File: src/rtl/counter_param.sv
// Parametrised up/down counter with load, wrap/saturate boundary handling,
// terminal-count pulse, sticky overflow flag and compare match.
module counter_param #(
  parameter int unsigned WIDTH       = 8,
  parameter int unsigned MAX_VALUE   = 255,
  parameter int unsigned RESET_VALUE = 0,
  parameter bit          SATURATE    = 1'b0
) (
  input  logic             clk,
  input  logic             reset,
  input  logic             en,
  input  logic             up_dn,
  input  logic             load,
  input  logic [WIDTH-1:0] load_value,
  input  logic             clr_ovf,
  input  logic [WIDTH-1:0] cmp_value,
  output logic [WIDTH-1:0] out,
  output logic             tc,
  output logic             ovf,
  output logic             match
);

  localparam logic [WIDTH-1:0] MAX   = WIDTH'(MAX_VALUE);
  localparam logic [WIDTH-1:0] RST_V = WIDTH'(RESET_VALUE);

  logic             be;
  logic [WIDTH-1:0] out_next;
  logic             tc_next;
  logic             ovf_next;

  // Load masks the boundary event, so a load at MAX never raises tc or ovf.
  assign be = en && !load && (up_dn ? (out == MAX) : (out == '0));

  always_comb begin
    out_next = out;
    tc_next  = 1'b0;
    if (load) begin
      out_next = (load_value > MAX) ? MAX : load_value;
    end else if (en) begin
      if (be) begin
        tc_next = 1'b1;
        if (!SATURATE) begin
          out_next = up_dn ? '0 : MAX;
        end
      end else begin
        out_next = up_dn ? out + WIDTH'(1) : out - WIDTH'(1);
      end
    end
  end

  // A boundary event on the same edge as clr_ovf leaves the flag set.
  always_comb begin
    ovf_next = ovf;
    if (be) begin
      ovf_next = 1'b1;
    end else if (clr_ovf) begin
      ovf_next = 1'b0;
    end
  end

  always_ff @(posedge clk or posedge reset) begin
    if (reset) begin
      out <= RST_V;
      tc  <= 1'b0;
      ovf <= 1'b0;
    end else begin
      out <= out_next;
      tc  <= tc_next;
      ovf <= ovf_next;
    end
  end

  // out never exceeds MAX, so a cmp_value above MAX can never match.
  assign match = (out == cmp_value);

endmodule

File: config.mk
export PLATFORM = sky130hd
export DESIGN_NAME = counter_param
export DESIGN_NICKNAME = d
export VERILOG_FILES = /design/src/rtl/counter_param.sv
export SDC_FILE = /design/constraint.sdc
export NUM_CORES = 1
export LEC_CHECK = 0
export CAP_MARGIN = 20
export CORE_UTILIZATION = 25
export CTS_CLUSTER_DIAMETER = 30
export DETAILED_ROUTE_END_ITERATION = 8
export GPL_TIMING_DRIVEN = 0
export REMOVE_ABC_BUFFERS = 1
export SLEW_MARGIN = 10
export SYNTH_ARGS = -nofsm -noshare
export SYNTH_HDL_FRONTEND = slang
export SYNTH_SLANG_ARGS = --single-unit
File: constraint.sdc
create_clock -name clk -period 1.6 [get_ports clk]
set_input_delay 0.16 -clock clk [delete_from_list [all_inputs] [get_ports clk]]
set_output_delay 0.16 -clock clk [all_outputs]
set_load 0.02 [all_outputs]
==> flow_summary_export.csv, run 1 <==
group,metric,value,unit
clock_tree,cts_htree_levels,1,
yosys,ys_types,37,
final_layout,fill_cells,340,
die,die_y,63.1,um
sta,slew_violations,0,
drt,via_per_inst,4.96,
final_layout,drive_gt1_frac,0.253,
drt,first_pass_iters,4,
die,die_w,63.1,um
placed_design,port_buffers,32,
clock_tree,clk-insertion-delay-late,230,ps
global_route,grt_start_max_net_pins,17,
final_layout,final_common_cell,"clkdlybuf4s50_1",
critical_path,end_kind,"flip-flop",
global_route,antenna_found_initial,0,
die,coreArea,0.00347,sq mm
sta,relSlewSlack,0.679,
power,power_leakage,0.000571,uW
clock_tree,clock_sinks,10,
global_route,grt_usage,0.138,
yosys,synth-edff-count,0,
placed_design,pre_cts_slack,-901,ps
yosys,syn_area_per_cell,8.82,sq um
yosys,syn_area,935,sq um
clock_tree,clkSlewWorstSetupHoldPaths,50,ps
job,cap_violations,0,
drt,drtAntennaViolNets,0,
clock_tree,cts-root-buf,"clkbuf_8",
die,dieArea,0.00399,sq mm
final_layout,final_cell_mix,"clkdlybuf4s50_1 (29), xnor2_1 (10), nand2_1 (7), buf_4 (7), a21oi_1 (6)",
critical_path,worstPathMaxFanout,6,
global_route,overflow,0,
placed_design,dp_cells,182,
final_layout,area_delta_synth_final,64.1,%
run_status,violations,"negative setup slack",
critical_path,startpoint_type,"flip-flop",
sta,setup_tns,-212,ps
sta,tightest_slew,481,ps
clock_tree,cts_tree,"done",
sta,skew,1.31,ps
sta,min_period,1760,ps
sta,min_period_over_period,1.10,
sta,rsz0062_at_grt,"yes",
drt,drc,0,
clock_tree,cts_hold_buf,0,
placed_design,hpwl,1990,um
die,start_util,0.269,
global_route,grt_pass1_vias,970,
clock_tree,cts_buffer_depth,2,
critical_path,worstSetupPathType,"flip-flop to flip-flop",
die,pin_count,33,
yosys,async_reset_ff_frac,1.00,
hold_path,hold_path_class,"input port to asynchronous set/reset pin",
yosys,yosysSeqAreaShare,0.268,
run_status,status,"finished with violations",
yosys,synthFlopType,"dfrtp_1",
yosys,synth.yosys.warnings,0,
yosys,syn_inst,106,
sta,finalSetupViolCount,3,
clock_tree,cts_made_buffers,3,
final_layout,layout.nets,176,
sta,whs,200,ps
final_layout,final_cells,192,
power,cellPowerDensity,901,mW/mm^2
final_layout,diodes,0,
drt,avgRoutedWirePerCell,13.8,um
sta,hold_viol_final,0,
sta,worst_slack,-164,ps
sta,fmax,567,MHz
drt,drt-total-wl,2660,um
drt,vias,952,
critical_path,crit_required,1750,ps
drt,drt-initial-drc-count,18,
critical_path,critPathArrivalTime,1910,ps
placed_design,gp_congestion,0.795,
global_route,grt_pass1_wl,4320,um
yosys,ys_ff_latch,10,
power,peakVddDrop,0.000292,V
die,rows,21,
-- layout make-up --
class | count | area, sq um | share of cell area
clock buffers | 4 | 55.1 | 0.0359
flip-flops and latches | 10 | 256 | 0.167
multi-input cells | 88 | 774 | 0.505
repair buffers | 38 | 365 | 0.238
inverters | 6 | 25.0 | 0.0163
well taps | 46 | 57.6 | 0.0375
-- routing by layer --
| metal | routed length, um | global-route usage | vias to the layer above |
|---|---|---|---|
| met5 | 0 | 0 | - |
| met4 | 31 | 0.0872 | 0 |
| met3 | 105 | 0.0217 | 4 |
| met2 | 1350 | 0.231 | 25 |
| met1 | 1170 | 0.164 | 450 |
| li1 | - | - | 473 |
-- sequential cells by signal, indices dropped and copies added (netlist names) --
signal / flops
out: 8
ovf: 1
tc: 1
-- worst max-delay path: stages (launching register included) --
cell      delay, ps
dfrtp_1         500
ha_2            380
or3b_2          450
o21ai_0         110
nor4_2           70
o211ai_1        170
-- worst paths after layout --
check                                   start                 end  slack [ps]  depth (start not counted)
max                        out[5]$_DFFE_PP0P_  out[6]$_DFFE_PP0P_        -160                          5
min                                     reset        tc$_DFF_PP0_         200                          2
max reg2reg                out[5]$_DFFE_PP0P_  out[6]$_DFFE_PP0P_        -160                          5
min reg2reg                   ovf$_DFFE_PP0P_     ovf$_DFFE_PP0P_         490                          1
max in group asynchronous               reset  out[0]$_DFFE_PP0P_        1110                          2
min in group clk              ovf$_DFFE_PP0P_     ovf$_DFFE_PP0P_         490                          1
-- Yosys cell counts, types with 2 or more instances --
cell type  instances  share of area
o31ai_1            2          0.016
a21o_1             3          0.024
nor2b_1            3          0.020
xor2_1             3          0.028
nor3b_1            3          0.024
inv_1              6          0.024
a31oi_1            2          0.013
a21oi_1            8          0.043
nand2b_1           2          0.013
xnor2_1           10          0.094
a22oi_1            2          0.016
nor2_1             6          0.024
nand3_1            3          0.016
o21ai_0            3          0.016
nand2_1            7          0.028
dfrtp_1           10           0.27
nand4_1            4          0.027
o211ai_1           5          0.040
ha_1               6          0.080
-- logic make-up after synthesis --
family	synth area share
AO/OA/AOI/OAI	0.252
XOR/XNOR	0.122
adder cells (fa/ha/maj)	0.102
buffers and inverters	0.0335
flip-flops	0.268
AND/OR/NAND/NOR	0.224
-- power breakdown --
group	leakage [uW]	switching [uW]	internal (uW)
combinational	0.000423	324	374
sequential	0.000119	76.0	290
clock	0.0000288	102	217
total	0.000571	502	880
-- metrics by stage --
| stage | utilization | cell area, sq um | power (uW) |
|---|---|---|---|
| 2_1_floorplan | - | 926 | 716 |
| 5_1_grt | 0.442 | 1530 | 1470 |
| 6_report | 0.442 | 1530 | 1380 |
| 3_3_place_gp | 0.376 | 1300 | 909 |
| 4_1_cts | 0.415 | 1440 | 1310 |
| 3_5_place_dp | 0.376 | 1300 | 927 |
-- timing repair --
action,in CTS,in global routing
pin swaps,4,8
cloned,0,0
setup buffers,3,3
gates resized for setup,18,15
endpoints found under the setup margin,9,9
(Power assumes the default switching activity.)
==> run 2: changes to the inputs <==
--- a/config.mk
+++ b/config.mk
@@ -10,6 +10,7 @@
 export CTS_CLUSTER_DIAMETER = 30
 export DETAILED_ROUTE_END_ITERATION = 8
 export GPL_TIMING_DRIVEN = 0
+export MAX_ROUTING_LAYER = met4
 export REMOVE_ABC_BUFFERS = 1
 export SLEW_MARGIN = 10
 export SYNTH_ARGS = -nofsm -noshare
==> run 2 against run 1 <==
The flow still finishes with violations (negative setup slack). Largest cell class unchanged. Cell count is the same. Flip-flop and latch count did not move. Clock skew shrank 0.67 ps. Utilization is the same. Clock power hardly changed. Critical path type unchanged. Die area did not move. Combinational power barely moved. Global-route usage grew 0.43 points. Clock-buffer cell count is the same.
==> flow_summary_export.csv, run 2 (same netlist as run 1, synthesis figures left out) <==
group,metric,value,unit
clock_tree,cts_tree,"done",
sta,relSlewSlack,0.676,
die,pin_count,33,
sta,min_period_over_period,1.10,
die,die_w,63.1,um
drt,via_per_inst,4.98,
final_layout,final_common_cell,"clkdlybuf4s50_1",
drt,drt-initial-drc-count,24,
final_layout,final_cell_mix,"clkdlybuf4s50_1 (29), xnor2_1 (10), nand2_1 (7), buf_4 (7), a21oi_1 (6)",
sta,tightest_slew,485,ps
global_route,grt_usage,0.143,
final_layout,layout.nets,176,
final_layout,multi_input_area,774,sq um
critical_path,startpoint_type,"flip-flop",
drt,dr_wl_met2,1340,um
critical_path,worstSetupPathType,"flip-flop to flip-flop",
final_layout,diodes,0,
die,rows,21,
final_layout,area_delta_synth_final,64.1,%
power,power_leakage,0.000571,uW
placed_design,port_buffers,32,
clock_tree,clk-insertion-delay-late,230,ps
critical_path,crit_required,1700,ps
drt,drt-total-wl,2670,um
clock_tree,cts_hold_buf,0,
clock_tree,clock_sinks,10,
final_layout,regArea,256,sq um
critical_path,worstPathMaxFanout,3,
clock_tree,cts_made_buffers,3,
sta,finalSetupViolCount,3,
global_route,grt_start_max_net_pins,17,
die,dieArea,0.00399,sq mm
sta,hold_viol_final,0,
sta,whs,204,ps
sta,min_period,1760,ps
sta,skew,0.635,ps
drt,top_layer,"met4",
placed_design,dp_cells,182,
drt,wl_met3,103,um
die,die_y,63.1,um
drt,avgRoutedWirePerCell,13.9,um
clock_tree,cts_buffer_depth,2,
sta,worst_slack,-161,ps
final_layout,largest_register_ffs,8,
job,cap_violations,0,
drt,first_pass_iters,4,
final_layout,largestRegisters,"out: 8 flops, ovf: 1 flops, tc: 1 flops",
critical_path,critPathArrivalTime,1870,ps
clock_tree,cts_htree_levels,1,
drt,drtAntennaViolNets,0,
sta,rsz0062_at_grt,"yes",
final_layout,final_cells,192,
run_status,status,"finished with violations",
sta,fmax,568,MHz
global_route,overflow,0,
drt,drc,0,
placed_design,hpwl,1990,um
critical_path,end_kind,"flip-flop",
placed_design,gp_congestion,0.806,
final_layout,drive_gt1_frac,0.253,
hold_path,hold_path_class,"input port to asynchronous set/reset pin",
final_layout,fill_cells,340,
power,cellPowerDensity,901,mW/mm^2
global_route,antenna_found_initial,0,
drt,vias,956,
global_route,grt_pass1_wl,4320,um
sta,slew_violations,0,
clock_tree,clkSlewWorstSetupHoldPaths,50,ps
die,coreArea,0.00347,sq mm
clock_tree,cts-root-buf,"clkbuf_8",
global_route,grt_pass1_vias,972,
run_status,violations,"negative setup slack",
die,start_util,0.269,
final_layout,largest-register,"out",
power,peakVddDrop,0.000292,V
drt,m1WireLength,1200,um
[run 2: final cells by class]
type / count / share of cell area
multi-input cells: 88 / 0.505
repair buffers: 38 / 0.238
flip-flops and latches: 10 / 0.167
clock buffers: 4 / 0.0359
well taps: 46 / 0.0375
inverters: 6 / 0.0163
[run 2: worst max-delay path, cell delays in order (launching register included)]
cell and delay, ps:
dfrtp_2 440, fa_2 410, a211oi_4 260, nor4b_1 100, nor4_2 300, o211ai_1 120
[run 2: final timing paths]
| path | startpoint | to | cells after the start | slack, ps |
|---|---|---|---|---|
| hold / removal | reset | tc$_DFF_PP0_ | 2 | 200 |
| setup / recovery | out[1]$_DFFE_PP0P_ | out[6]$_DFFE_PP0P_ | 5 | -160 |
| max in group asynchronous | reset | out[0]$_DFFE_PP0P_ | 2 | 1100 |
| min in group clk | ovf$_DFFE_PP0P_ | ovf$_DFFE_PP0P_ | 1 | 490 |
| setup reg to reg | out[1]$_DFFE_PP0P_ | out[6]$_DFFE_PP0P_ | 5 | -160 |
| hold reg to reg | ovf$_DFFE_PP0P_ | ovf$_DFFE_PP0P_ | 1 | 490 |
[run 2: per-stage QoR]
stage / util / setup WS, ps / area (sq um) / power, uW / TNS (ps)
floorplan: - / -237 / 926 / 716 / -441
global placement: 0.376 / -872 / 1300 / 909 / -3940
detailed placement: 0.376 / -901 / 1300 / 927 / -4100
CTS: 0.415 / -240 / 1440 / 1310 / -312
global route: 0.442 / -215 / 1530 / 1470 / -578
finish: 0.442 / -161 / 1530 / 1380 / -199
[run 2: timing repair]
item / in CTS / in global routing
pin swaps: 4 / 8
setup buffers: 3 / 3
gates resized for setup: 18 / 15
setup endpoints to repair: 9 / 9
[run 2: layer usage]
layer,global-route usage,up-vias
met2,0.231,31
li1,-,473
met1,0.165,448
met3,0.0217,4
met4,0.0872,0
met5,-,-
[run 2: report_power, final]
| group | internal, uW | switching, uW |
|---|---|---|
| sequential | 290 | 76.7 |
| combinational | 374 | 324 |
| clock | 216 | 101 |
==> RTL change: new RTL, config.mk and constraints of run 2 <==
The parameter `SATURATE` goes from 1'b0 to 1'b1.
--- a/src/rtl/counter_param.sv
+++ b/src/rtl/counter_param.sv
@@ -4,7 +4,7 @@
   parameter int unsigned WIDTH       = 8,
   parameter int unsigned MAX_VALUE   = 255,
   parameter int unsigned RESET_VALUE = 0,
-  parameter bit          SATURATE    = 1'b0
+  parameter bit          SATURATE    = 1'b1
 ) (
   input  logic             clk,
   input  logic             reset,
Behaviour: not the same (Yosys sat finds a counterexample within 4 cycles, from zero or initial values and one cycle with reset high).
==> RTL change against run 2 <==
The flow still finishes with violations (negative setup slack); worst hold slack better by 0.043 ns; critical endpoint is now out[5]$_DFFE_PP0P_; power grew 2.9%; largest cell class unchanged; area after synthesis increased by 2.5%; clock power down 16%; largest power group unchanged; final area up 5.5%; sequential cell count unchanged; sequential share of layout area shrank 0.65 points; setup slack got worse by 0.059 ns; routed wire length grew 6.3%; sequential power up 5.7%.
==> RTL change: results (changes against run 2) <==
- Via-per-instance ratio: 4.874 (-2.1%)
- Largest net degree at the start of global routing: 20 (+3)
- First-pass DRT Iterations: 5 (+1)
- Setup WS post-layout: -0.2201 ns (-0.05860 ns)
- Synth unique cells: 35 (-5.4%)
- DP Wirelength: 1796 µm (-9.6%)
- DP Worst Slack: -0.8625 ns (+0.03817 ns)
- Setup_tns: -1.274 ns (-1.075 ns)
- CP max FO: 5 (+2)
- Synth Area in Compound Gates: 18.80% (-6.4 points)
- Slew HR: 56.04% (-12 points)
- Met3 usage: 2.500% (+0.33 points)
- Total GRT Usage: 13.89% (-0.38 points)
- Worst r2r dst: out[5]$_DFFE_PP0P_
- Final setup vio count: 8 (+5)
- Met2 Resource Use GR: 24.07% (+0.95 points)
- Cell family with most CP delay: simple AND/OR/NAND/NOR gates
- Average wire per standard cell: 13.75 µm (-0.92%)
- Setup Fix Bufs, Post-CTS: 15 (+12)
- First-pass GRT wire length: 4450 µm (+3.0%)
- Initial DRC Count: 33 (+38%)
- Post-synthesis mux area share: 4.178% (+4.2 points)
- Vias in the first global route: 1029 (+5.9%)
- Adder-Cell Fraction of Synth Area: 9.922% (-0.25 points)
- Routability cong.: 0.8001 (-0.77%)
- Seq pwr share: 27.3% (+0.8 points)
- Logic power comb: 0.769 mW (+10%)
- Failing checks: negative setup slack
- Arr. time, crit path: 1.93 ns (+0.06 ns)
- Nets@finish: 189 (+7.4%)
- Pleak: 0.6701 nW (+17%)
- Seq/Total Area, Yosys: 26.11% (-0.66 points)
- Most area-consuming cells after synthesis: dfrtp_1, xnor2_1, ha_1
- Met1 usage: 16.40% (-0.069 points)
- Met2 WL: 1431 µm (+7.1%)
- Fillers: 344 (+1.2%)
- Outcome: finished, violations left
[RTL change: cell count changes after synthesis, sizes merged, moves of 2 or more]
cell,run 2,this run
nor2b,3,0
o31ai,3,0
xor2,3,1
nor2,6,4
nor3b,3,0
buf,1,4
nand2,7,16
nor3,1,4
a22oi,2,0
o211ai,5,2
a21oi,9,6
o21ai,3,10
mux2i,0,4
[RTL change: stage by stage]
stage	instance area, µm²	instances	power [mW]
3_5_place_dp	1303	185	0.9470
4_1_cts	1530	203	1.345
6_report	1619	206	1.422
5_1_grt	1619	206	1.514
2_1_floorplan	922.1	105	0.7390
3_3_place_gp	1303	185	0.9330
[RTL change: cell type report]
| cell class | count | area (µm²) | area share, % |
|---|---|---|---|
| clock buffer | 3 | 41.29 | 2.550 |
| inverter | 6 | 25.02 | 1.546 |
| multi-input combinational | 89 | 763.2 | 47.14 |
| sequential | 10 | 260.3 | 16.07 |
| tap | 48 | 60.06 | 3.709 |
| timing repair buffer | 50 | 469.2 | 28.98 |
